[src/rtl/call_stack.sv]
// LIFO call stack, DEPTH x WIDTH; count is the next-free pointer and dout is the top entry (combinational).
// Zero latency: push/pop/replace take effect at the edge and dout/count/full/empty follow immediately; no backpressure, full push and empty pop are dropped without wrap.
// Sticky overflow/underflow flags exist only when CALL_STACK_ERR_FLAGS_EN is defined; otherwise they read 0.
module call_stack #(
    parameter int WIDTH = 10,
    parameter int DEPTH = 8
) (
    input  logic                       clk,
    input  logic                       reset,
    input  logic                       push,
    input  logic                       pop,
    input  logic [WIDTH-1:0]           din,
    input  logic                       clr_err,
    output logic [WIDTH-1:0]           dout,
    output logic [$clog2(DEPTH+1)-1:0] count,
    output logic                       full,
    output logic                       empty,
    output logic                       overflow,
    output logic                       underflow
);

    localparam int CW = $clog2(DEPTH + 1);
    localparam int AW = (DEPTH > 1) ? $clog2(DEPTH) : 1;

    logic [WIDTH-1:0] mem [DEPTH];
    logic [CW-1:0]    count_q;
    logic [AW-1:0]    top_idx;
    logic [AW-1:0]    free_idx;

    logic             do_replace;
    logic             do_push;
    logic             do_pop;
    logic             wr_en;
    logic [AW-1:0]    wr_idx;
    logic [CW-1:0]    count_d;

    assign count    = count_q;
    assign empty    = (count_q == '0);
    assign full     = (count_q == CW'(DEPTH));
    assign top_idx  = AW'(count_q - CW'(1));
    assign free_idx = AW'(count_q);

    // Entries are never read while empty, so stale contents after reset are harmless.
    assign dout = empty ? '0 : mem[top_idx];

    // Push+pop on an empty stack degrades to a plain push.
    always_comb begin
        do_replace = push && pop && !empty;
        do_push    = push && !full && (!pop || empty);
        do_pop     = pop && !push && !empty;
        wr_en      = (do_replace || do_push) && reset;
        wr_idx     = do_replace ? top_idx : free_idx;
        count_d    = count_q;
        if (do_push) begin
            count_d = count_q + CW'(1);
        end else if (do_pop) begin
            count_d = count_q - CW'(1);
        end
    end

    always_ff @(posedge clk or negedge reset) begin
        if (!reset) begin
            count_q <= '0;
        end else begin
            count_q <= count_d;
        end
    end

    // Storage has no reset; writes are gated off while reset is held.
    always_ff @(posedge clk) begin
        if (wr_en) begin
            mem[wr_idx] <= din;
        end
    end

`ifdef CALL_STACK_ERR_FLAGS_EN
    logic ovf_set;
    logic unf_set;

    assign ovf_set = push && !pop && full;
    assign unf_set = pop && !push && empty;

    // A same-cycle error wins over clr_err.
    always_ff @(posedge clk or negedge reset) begin
        if (!reset) begin
            overflow  <= 1'b0;
            underflow <= 1'b0;
        end else begin
            if (ovf_set) begin
                overflow <= 1'b1;
            end else if (clr_err) begin
                overflow <= 1'b0;
            end
            if (unf_set) begin
                underflow <= 1'b1;
            end else if (clr_err) begin
                underflow <= 1'b0;
            end
        end
    end
`else
    logic unused_clr_err;

    assign unused_clr_err = clr_err;
    assign overflow       = 1'b0;
    assign underflow      = 1'b0;
`endif

endmodule

[config.mk]
export PLATFORM = sky130hd
export DESIGN_NAME = call_stack
export DESIGN_NICKNAME = d
export VERILOG_FILES = /design/src/rtl/call_stack.sv
export SDC_FILE = /design/constraint.sdc
export NUM_CORES = 1
export LEC_CHECK = 0
export ABC_CLOCK_PERIOD_IN_PS = 2900
export CORE_MARGIN = 4
export CORE_UTILIZATION = 50
export CTS_BUF_LIST = sky130_fd_sc_hd__clkbuf_8
export DETAILED_ROUTE_END_ITERATION = 10
export HOLD_SLACK_MARGIN = 0.08
export PLACE_DENSITY = 0.82
export SLEW_MARGIN = 10
export SYNTH_ARGS = -nofsm -noshare
export SYNTH_HDL_FRONTEND = slang
export SYNTH_SLANG_ARGS = --single-unit
export TNS_END_PERCENT = 20
[constraint.sdc]
create_clock -name clk -period 2.9 [get_ports clk]
set_clock_uncertainty 0.05 [all_clocks]
set_input_delay 0.58 -clock clk [delete_from_list [all_inputs] [get_ports clk]]
set_output_delay 0.58 -clock clk [all_outputs]
set_load 0.02 [all_outputs]
[Word-level counts from Yosys, hierarchy flattened]
Memories as Yosys holds them, arrays and structs flattened.
Cells that the tools add are included.
W data, S select, Z words.
Storage, ports and cells
  output and inout port bits: 18
  bits in writable memories: 80
  input bits: 15
  logic and storage cells: 26
  memories kept: 1
  flip-flop bits (word level): 4
Memory list
  mem: words 8, bits a word 10, rd ports 1, clocked after memory_dff 0, wr ports 1, RTL line 25  | logic [WIDTH-1:0] mem [DEPTH];
Cells by class
  muxes and demuxes: 6
  eq/ne operators: 1
  reductions and logical operators: 15
  $add $sub $neg: 2
Operator list (number)
  $mux W10: 1
  $mux W4: 2
  $logic_and A1 B1 Y1: 7
  $add A4 B1 Y4 const B: 1
  $eq A4 B4 Y1 const B: 1
  $logic_not A1 Y1: 4
  $logic_not A4 Y1: 1
  $sub A4 B1 Y4 const B: 1
  $mux W3: 1
  $logic_or A1 B1 Y1: 2
  $mux W1: 2
  $reduce_bool A2 Y1: 1

[Longest topological paths before layout]
Gate-level depths: netlist of the first run.
  depth in word-level cells: 8
  gate-level depth with buffers: 9
  gate-level depth less buffers: 6

[Worst setup path before layout of the first run]
Ideal clock, no wire load.
  path kind: register to register
  start point: register count_q[0] (netlist: count[0])
  end point: memory mem[3][0] (enable)
  stages on the path, launching flop included: 9
  buffers on the path: 2
  path slack: 0.149 ns
  period minus slack after synthesis: 2.751 ns
  data arrival time: 2.325 ns
  library setup time: 0.376 ns
  data required time: 2.474 ns
  cells stage by stage: dfrtp_1 > buf_4 > inv_2 > ha_1 > buf_6 > nor3b_4 > or3_1 > mux2_4 > nor2_1
Between the ends
  elaborated cells between the ends (all ways): 14
  classes of those cells: 1 x add/sub; 1 x eq/ne; 3 x mux; 9 x reduce/logical
RTL lines
  from (decl): RTL line 26  | logic [CW-1:0] count_q;
  from (signal assigned): RTL line 65  | count_q <= count_d;
  $logic_not A4 Y1 *: RTL line 38  | assign empty = (count_q == '0);
  net empty: RTL line 17  | output logic empty,
  $logic_not A1 Y1 or $logic_or A1 B1 Y1 (tied branches): RTL line 48, 49
  $logic_and A1 B1 Y1 (on tied branches): RTL line 48, 49
  $logic_or A1 B1 Y1: RTL line 51  | wr_en = (do_replace || do_push) && reset;
  $logic_and A1 B1 Y1: RTL line 51
  $mux W1: RTL line 71  | if (wr_en) begin
  $mux W1 (implied by the code): RTL line 72  | mem[wr_idx] <= din;
  to (decl): RTL line 25
Mark *: on every way through the listed nets, which the timed path passes. The rest lies on a longest branch.

[Worst setup path after layout of the first run]
  start point: register count_q[0] (netlist: count[0])
  end point: output port dout[2]
Between the ends
  longest elaborated chain between the ends: 3
  elaborated cells between the ends (all ways): 4
  classes of those cells: 1 x add/sub; 1 x mux; 1 x reduce/logical; 1 x memory
Ends and longest elaborated chain
  $sub A4 B1 Y4
  $mem_v2 Z8 W10
  $mux W10 *: RTL line 44  | assign dout = empty ? '0 : mem[top_idx];
  to (decl): RTL line 14  | output logic [WIDTH-1:0] dout,
Every way passes the cells marked *; elsewhere a longest branch is shown, timed or not.

==> metrics.yaml, run 1 <==
grt_overflow: 0
finalCriticalPeriod_ns: 2.81
die_y_um: 92.6
critPathMaxFanout: 10
fill_cells: 502
cpLargestDelayFamily: "buffers and inverters"
crit_arrival_ns: 2.18
hpwl_mm: 4.85
yosys.area_share.xor_xnor_pct: 0.244
path_cells: "inv_2 -> ha_4 -> buf_6 -> mux4_2 -> o21ai_0 -> nand2_1 -> clkdlybuf4s15_1"
path_clk_slew_ns: 0.10
fmax_ghz: 0.356
crit_buf_inv: 3
final_common_cell: "edfxtp_1"
rsz0062_at_grt: "true"
status: "complete, no violations"
setup_viol: 0
critical_path_class: "flip-flop to output pin"
cts_root_buf: "clkbuf_8"
clockBufferDepth: 2
cap_violations: 0
numClockSinks: 84
worst_setup_path_start_kind: "flip-flop"
avgViaCountPerCell: 5.71
drc: 0
power.total_mw: 4.51
power_density_nw_per_um2: 1040
io_pins: 33
antenna_cells: 0
grt_max_degree: 27
port_buffers: 29
synth_compound_area_share_pct: 5.62
drt_iter0_drc: 189
core_um2: 6870
synth-warning-count: 0
dr.pass1.iters: 5
end_kind: "output pin"
die_w_um: 92.6
cts_tree: "yes"
synthSimpleGateAreaFrac_pct: 6.43
post-cts-setup-buffers: 0
synthesis.area_um2: 3580
post-route-period-util_pct: 96.9
ys_seq_area_share_pct: 69.9
globalplace.congestion: 0.790
synth_top_family_by_area: "multiplexers"
drive_gt1_share_pct: 26.5
synth_cells: 212
wl_per_cell_um: 20.1
hold_viol: 0
postCtsHoldBufs: 0
initial_core_util_pct: 52.1
fp-row-count: 30
fin_nets: 280
cp_slowest_stage_delay_ns: 0.41
worstSkewPairLatency_ns: 0.36
ys_ff_latch: 84
crit_required_ns: 2.27
drt-total-wl_mm: 7.33
postRouteAntennaNets: 0
syn_area_per_cell_um2: 16.9
layout_common_cells: "edfxtp_1 (80), buf_4 (23), o21ai_0 (22)"
cts_resized: 17
finalHoldWorstSlack_ns: 0.403
hold_path.class: "primary input to async pin"
antenna_found_initial: 0
synthMuxAreaShare_pct: 14.1
numCtsBuffers: 9
grt_pass1_wl_mm: 11.6
synthDistinctLibCells: 37
synth_fa_ha_area_share_pct: 0.699
dp.cells: 348
die_area_um2: 8580
h-tree-depth: 3
maxSlewViolCount: 0
globalRouteTotalUtil_pct: 18.3
power.leakage_nw: 1.52
worst_path_max_delay_cell: "dfrtp_1"
num_vias: 2078
ir_drop_uv: 693
final_cells: 364
fin_util_pct: 63.1
area_growth_pct: 21.0
grt_pass1_vias: 2143
## synth_stat cells
library cell	number	area, µm²
nor3b_1	2	15.0
clkbuf_1	5	18.8
dfrtp_1	4	100
mux2_4	1	15.0
buf_2	5	25.0
conb_1	1	3.75
and2b_1	2	15.0
a222oi_1	1	10.0
or4b_1	1	10.0
nand3_1	2	10.0
or4_1	1	7.51
inv_1	2	7.51
a21oi_1	5	25.0
inv_2	1	3.75
o21ai_0	22	110
buf_6	1	11.3
o41ai_1	1	8.76
nor3b_4	1	18.8
o22ai_1	2	12.5
nand2_1	17	63.8
or2b_1	1	7.51
and2_1	2	12.5
xnor2_1	1	8.76
o211ai_1	2	15.0
nand2b_1	1	6.26
or3_1	1	6.26
buf_4	5	37.5
o21a_1	2	15.0
ha_1	2	25.0
edfxtp_1	80	2400
mux2i_1	3	30.0
nand3b_1	1	7.51
mux2_2	1	11.3
nor2_1	11	41.3
and3b_1	1	8.76
mux4_2	20	450
o21ai_1	1	5.00
## layer usage
metal	GRT usage, %	wire (µm)	vias to the layer above
met2	28.9	3610	93
met1	25.3	3020	1042
met3	4.63	595	9
li1	-	-	934
met5	0	0	-
met4	5.62	97	0
## registers in the layout, indices dropped and copies added, names as in the netlist
signal and flops:
count 4, mem 80
## cells by family (layout without fill, tap and decap cells)
kind of cell	count (synthesis)	count (layout)
AND/OR/NAND/NOR	44	44
buffers and inverters	19	74
adder cells (fa/ha/maj)	2	2
multiplexers	25	25
AO/OA/AOI/OAI	36	36
flip-flops	84	84
XOR/XNOR	1	1
other	1	2
## path summary, 6_finish.rpt
kind                               start   endpoint  slack [ns]  depth (start not counted)
worst min-delay path               reset   count[3]        0.40                          1
worst max register to register  count[0]  mem[6][6]        0.47                          8
max in group asynchronous          reset   count[0]        2.17                          1
worst min register to register  count[3]   count[3]        0.59                          2
min in group clk                count[3]   count[3]        0.59                          2
worst max-delay path            count[0]    dout[2]        0.09                          7
## per-stage QoR
stage | setup TNS (ns) | setup slack (ns) | cell area, µm²
final | 0 | 0.0891 | 4330
after global routing | -0.00696 | -0.00582 | 4330
after CTS | 0 | 0.0260 | 4330
after detailed placement | 0 | 0.0625 | 4110
after global placement | 0 | 0.0556 | 4110
after floorplan | 0 | 0.149 | 3590
## where the power goes
group,total [mW],switching [mW],internal [mW]
clock network,0.860,0.448,0.411
registers,1.51,0.0501,1.46
logic,2.14,1.16,0.982
total,4.51,1.66,2.85
## layout make-up
class,instances,area [µm²],area share [%]
tap,96,120,2.77
clock inverter,7,82.6,1.91
sequential,84,2500,57.7
clock buffer,9,124,2.86
timing repair buffer,55,498,11.5
inverter,3,11.3,0.260
multi-input combinational,110,996,23.0
## worst register-to-register path: stages, from the launching register on
cell and delay, ns:
dfrtp_1 0.42, inv_2 0.14, ha_4 0.15, buf_4 0.14, nor3b_4 0.34, o21ai_0 0.20
mux2_2 0.30, nor2_1 0.17, buf_4 0.21
Note: power is estimated with default switching activity, not from simulation.
==> inputs of run 2 (changes only) <==
GPL_TIMING_DRIVEN = 0   (was default)
==> run 2 against run 1 <==
Hold slack lost 0.0018 ns. Largest cell class unchanged. Wire length rose by 2.5%. Count of clock-buffer cells in the layout unchanged. Setup slack got worse by 0.0038 ns. Flip-flop and latch count did not move.
==> metrics.yaml, run 2 (synthesized netlist as in run 1, its figures left out) <==
numCtsBuffers: 9
postRouteAntennaNets: 0
grt_pass1_vias: 2053
critPathMaxFanout: 10
drive_gt1_share_pct: 28.4
die_area_um2: 8580
dr.pass1.iters: 5
antenna_found_initial: 0
core_um2: 6870
post-route-period-util_pct: 97.1
relSlewSlack_pct: 47.6
fill_cells: 503
hold_path.class: "primary input to async pin"
globalplace.congestion: 0.808
cap_violations: 0
io_pins: 33
fmax_ghz: 0.355
num_vias: 2024
power_density_nw_per_um2: 1060
maxSlewViolCount: 0
crit_required_ns: 2.27
finalHoldWorstSlack_ns: 0.401
die_y_um: 92.6
drt_iter0_drc: 156
worst_setup_path_start_kind: "flip-flop"
crit_arrival_ns: 2.18
area_growth_pct: 17.5
hold_viol: 0
grt_overflow: 0
avgViaCountPerCell: 5.73
worstSkewPairLatency_ns: 0.35
final_cells: 353
regArea_um2: 2500
port_buffers: 28
drc: 0
power.leakage_nw: 1.44
numClockSinks: 84
ir_drop_uv: 571
wl_per_cell_um: 21.3
reg2reg_depth: 8
worst_pin_slew_ns: 0.785
r2r_slack_ns: 0.16
multi_input_area_um2: 1010
dp.cells: 337
cts_tree: "yes"
path_clk_slew_ns: 0.08
largest-register: "mem"
die_w_um: 92.6
antenna_cells: 0
r2r_end: "mem[2][9]"
finalCriticalPeriod_ns: 2.81
largest_reg_flops: 80
drt-total-wl_mm: 7.51
layout_common_cells: "edfxtp_1 (80), mux4_2 (20), o21ai_0 (20)"
status: "complete, no violations"
startpoint: "count[0]"
grt_max_degree: 15
initial_core_util_pct: 52.1
rsz0062_at_grt: "true"
hpwl_mm: 4.48
setup_viol: 0
regToRegStartpoint: "count[0]"
h-tree-depth: 3
final_common_cell: "edfxtp_1"
critical_path_class: "flip-flop to output pin"
cts_root_buf: "clkbuf_8"
fin_nets: 269
grt_pass1_wl_mm: 11.3
end_kind: "output pin"
globalRouteTotalUtil_pct: 18.3
fp-row-count: 30
clockBufferDepth: 2
==> run 2: cell count changes in the layout (fill, tap and decap cells not counted), moves of 3 or more <==
cell	before	now
buf_4	23	6
dlygate4sd2_1	7	1
nor2_2	0	9
nor2_1	11	2
buf_6	1	4
clkinv_1	0	3
buf_2	0	13
==> run 2: worst max path at each step <==
stage / end
detailed placement: dout[7]
global route: dout[3]
floorplan: mem[3][0]
finish: dout[0]
CTS: empty
global placement: dout[0]
==> run 2: metrics by stage <==
| step | setup WS (ns) | util (%) | cell area, µm² | total power [mW] | setup TNS [ns] |
|---|---|---|---|---|---|
| final | 0.0852 | 61.3 | 4210 | 4.46 | 0 |
| after global routing | -0.0130 | 61.3 | 4210 | 4.69 | -0.0354 |
| after CTS | 0.00657 | 61.2 | 4210 | 4.47 | 0 |
| after detailed placement | -0.569 | 58.0 | 3990 | 3.68 | -24.39 |
| after global placement | -0.503 | 58.0 | 3990 | 3.63 | -18.51 |
| after floorplan | 0.149 | - | 3590 | 2.90 | 0 |
==> run 2: per-layer routing <==
metal / wire, µm / track usage [%]
met2: 3710 / 28.9
met4: 61 / 6.84
met3: 738 / 3.25
met1: 3000 / 25.8
met5: 0 / 0
==> run 2: worst max-delay path, stage by stage, from the launching register on <==
cell and delay (ns):
dfrtp_1 0.39, buf_6 0.12, inv_2 0.08, ha_1 0.23, buf_4 0.18, clkbuf_16 0.18
mux4_2 0.27, o21ai_0 0.09, nand2_1 0.11, buf_2 0.17
==> run 2: repair_timing <==
item	CTS	global route
gates resized for setup	56	13
endpoints found under the setup margin	92	27
buffers inserted	2	0
hold buffers	0	0
==> run 2: cell type report <==
cell class	count	share of cell area [%]
clock buffer	9	2.94
inverter	3	0.267
clock inverter	7	1.55
multi-input combinational	110	23.9
tap	96	2.85
buffer	14	3.18
sequential	84	59.5
timing repair buffer	30	5.85
==> run 2: report_power, final <==
group	leakage, nW	internal, mW	switching, mW	total, mW
Sequential	0.770	1.46	0.0520	1.51
Combinational	0.579	0.942	1.20	2.15
Clock	0.0884	0.392	0.408	0.800
Total	1.44	2.79	1.66	4.46
==> inputs of run 3 (changes only) <==
CORE_MARGIN = default   (was 4)
==> run 3 against run 2 <==
Count of clock-buffer cells in the layout is the same. Total power fell by 1.5%. Clock power is 1% lower. Sequential share of layout area rose by 0.089 points. Cell area decreased by 0.15%. The run now ends with setup timing left. First-iteration DRC count is 42% lower. Non-clock buffer count did not move. Largest power group unchanged. Register-to-register slack better by 0.06 ns. Maximum frequency shrank 4.7%. Hold slack better by 0.015 ns.
==> metrics.yaml, run 3 (synthesized netlist as in run 1, its figures left out) <==
status: "finished, violations left"
violations: "setup timing"
crit_buf_inv: 5
end_kind: "output pin"
critical_path_class: "flip-flop to output pin"
maxSlewViolCount: 0
hold_viol: 0
post-route-period-util_pct: 102
die_w_um: 86.6
power_density_nw_per_um2: 1040
cts_tree: "yes"
critPathMaxFanout: 10
cpLargestDelayFamily: "buffers and inverters"
antenna_cells: 0
grt_pass1_vias: 1989
crit_arrival_ns: 2.32
final_area_um2: 4200
io_pins: 33
antenna_found_initial: 0
drt_iter0_drc: 91
cap_violations: 0
relSlewSlack_pct: 53.1
setup_ws_ns: -0.0535
worst_setup_path_start_kind: "flip-flop"
core_um2: 6870
fill_cells: 506
ir_drop_uv: 609
h-tree-depth: 3
largest_reg_flops: 80
rsz0062_at_grt: "true"
wl_per_cell_um: 19.3
path_clk_slew_ns: 0.08
finalHoldWorstSlack_ns: 0.416
power.total_mw: 4.39
worst_pin_slew_ns: 0.702
fin_nets: 269
initial_core_util_pct: 52.1
worst_path_max_delay_cell: "dfrtp_1"
fmax_ghz: 0.339
die_y_um: 86.6
grt_overflow: 0
drive_gt1_share_pct: 28.8
die_area_um2: 7510
cp_slowest_stage_delay_ns: 0.41
drt-total-wl_mm: 6.83
clockBufferDepth: 2
layout_common_cells: "edfxtp_1 (80), o21ai_0 (21), mux4_2 (20)"
postRouteAntennaNets: 0
hold_path.class: "primary input to async pin"
avgViaCountPerCell: 5.69
globalplace.congestion: 0.807
area_growth_pct: 17.4
path_cells: "buf_6 -> inv_4 -> ha_1 -> buf_4 -> clkbuf_16 -> mux4_2 -> o21ai_0 -> nand2_1 -> clkdlybuf4s15_2"
grt_pass1_wl_mm: 10.7
port_buffers: 28
cts_root_buf: "clkbuf_8"
largest-register: "mem"
setup_viol: 1
crit_required_ns: 2.27
finalCriticalPeriod_ns: 2.95
dr.pass1.iters: 4
globalRouteTotalUtil_pct: 20.3
grt_max_degree: 15
fp-row-count: 30
power.leakage_nw: 1.43
numClockSinks: 84
numCtsBuffers: 9
final_common_cell: "edfxtp_1"
hpwl_mm: 4.29
num_vias: 2010
postCtsHoldBufs: 0
drc: 0
dpl_cell_area_um2: 3990
worstSkewPairLatency_ns: 0.35
==> run 3: final timing paths <==
kind	from	slack, ns	to	cells past startpoint
max in group asynchronous	reset	2.15	count[1]	1
setup / recovery	count[0]	-0.05	dout[4]	9
hold / removal	reset	0.42	count[3]	1
setup reg to reg	count[0]	0.22	mem[7][5]	8
hold reg to reg	count[1]	0.60	count[1]	2
min in group clk	count[1]	0.60	count[1]	2
==> run 3: power breakdown <==
group | total, mW | internal (mW) | leakage (nW) | switching [mW]
sequential | 1.51 | 1.46 | 0.770 | 0.0515
combinational | 2.09 | 0.927 | 0.562 | 1.16
clock | 0.791 | 0.394 | 0.100 | 0.397
total | 4.39 | 2.78 | 1.43 | 1.61
==> run 3: final cells by class <==
| class | count | area [µm²] | area share, % |
|---|---|---|---|
| well taps | 96 | 120 | 2.86 |
| clock inverters | 7 | 68.8 | 1.64 |
| repair buffers | 30 | 249 | 5.92 |
| flip-flops and latches | 84 | 2500 | 59.6 |
| plain buffers | 14 | 123 | 2.92 |
| clock buffers | 9 | 124 | 2.95 |
| inverters | 3 | 13.8 | 0.327 |
| multi-input cells | 110 | 1000 | 23.8 |
==> run 3: stage by stage <==
stage | setup TNS, ns | setup slack, ns | util, % | cells
floorplan | 0 | 0.149 | - | 213
global placement | -13.62 | -0.465 | 58.0 | 337
detailed placement | -17.64 | -0.574 | 58.0 | 337
CTS | -0.0860 | -0.0860 | 61.1 | 353
global route | -0.166 | -0.142 | 61.2 | 353
finish | -0.0535 | -0.0535 | 61.2 | 353
==> run 3: layer usage <==
| layer | GRT usage, % | routed length (µm) | vias up |
|---|---|---|---|
| li1 | - | - | 910 |
| met4 | 7.88 | 79 | 0 |
| met3 | 6.57 | 434 | 8 |
| met1 | 26.3 | 3000 | 1016 |
| met2 | 32.1 | 3320 | 76 |
| met5 | 0 | 0 | - |
==> run 3: repair_timing <==
item	in CTS	in global routing
setup buffers	2	0
gates resized for setup	56	7
setup endpoints to repair	92	45
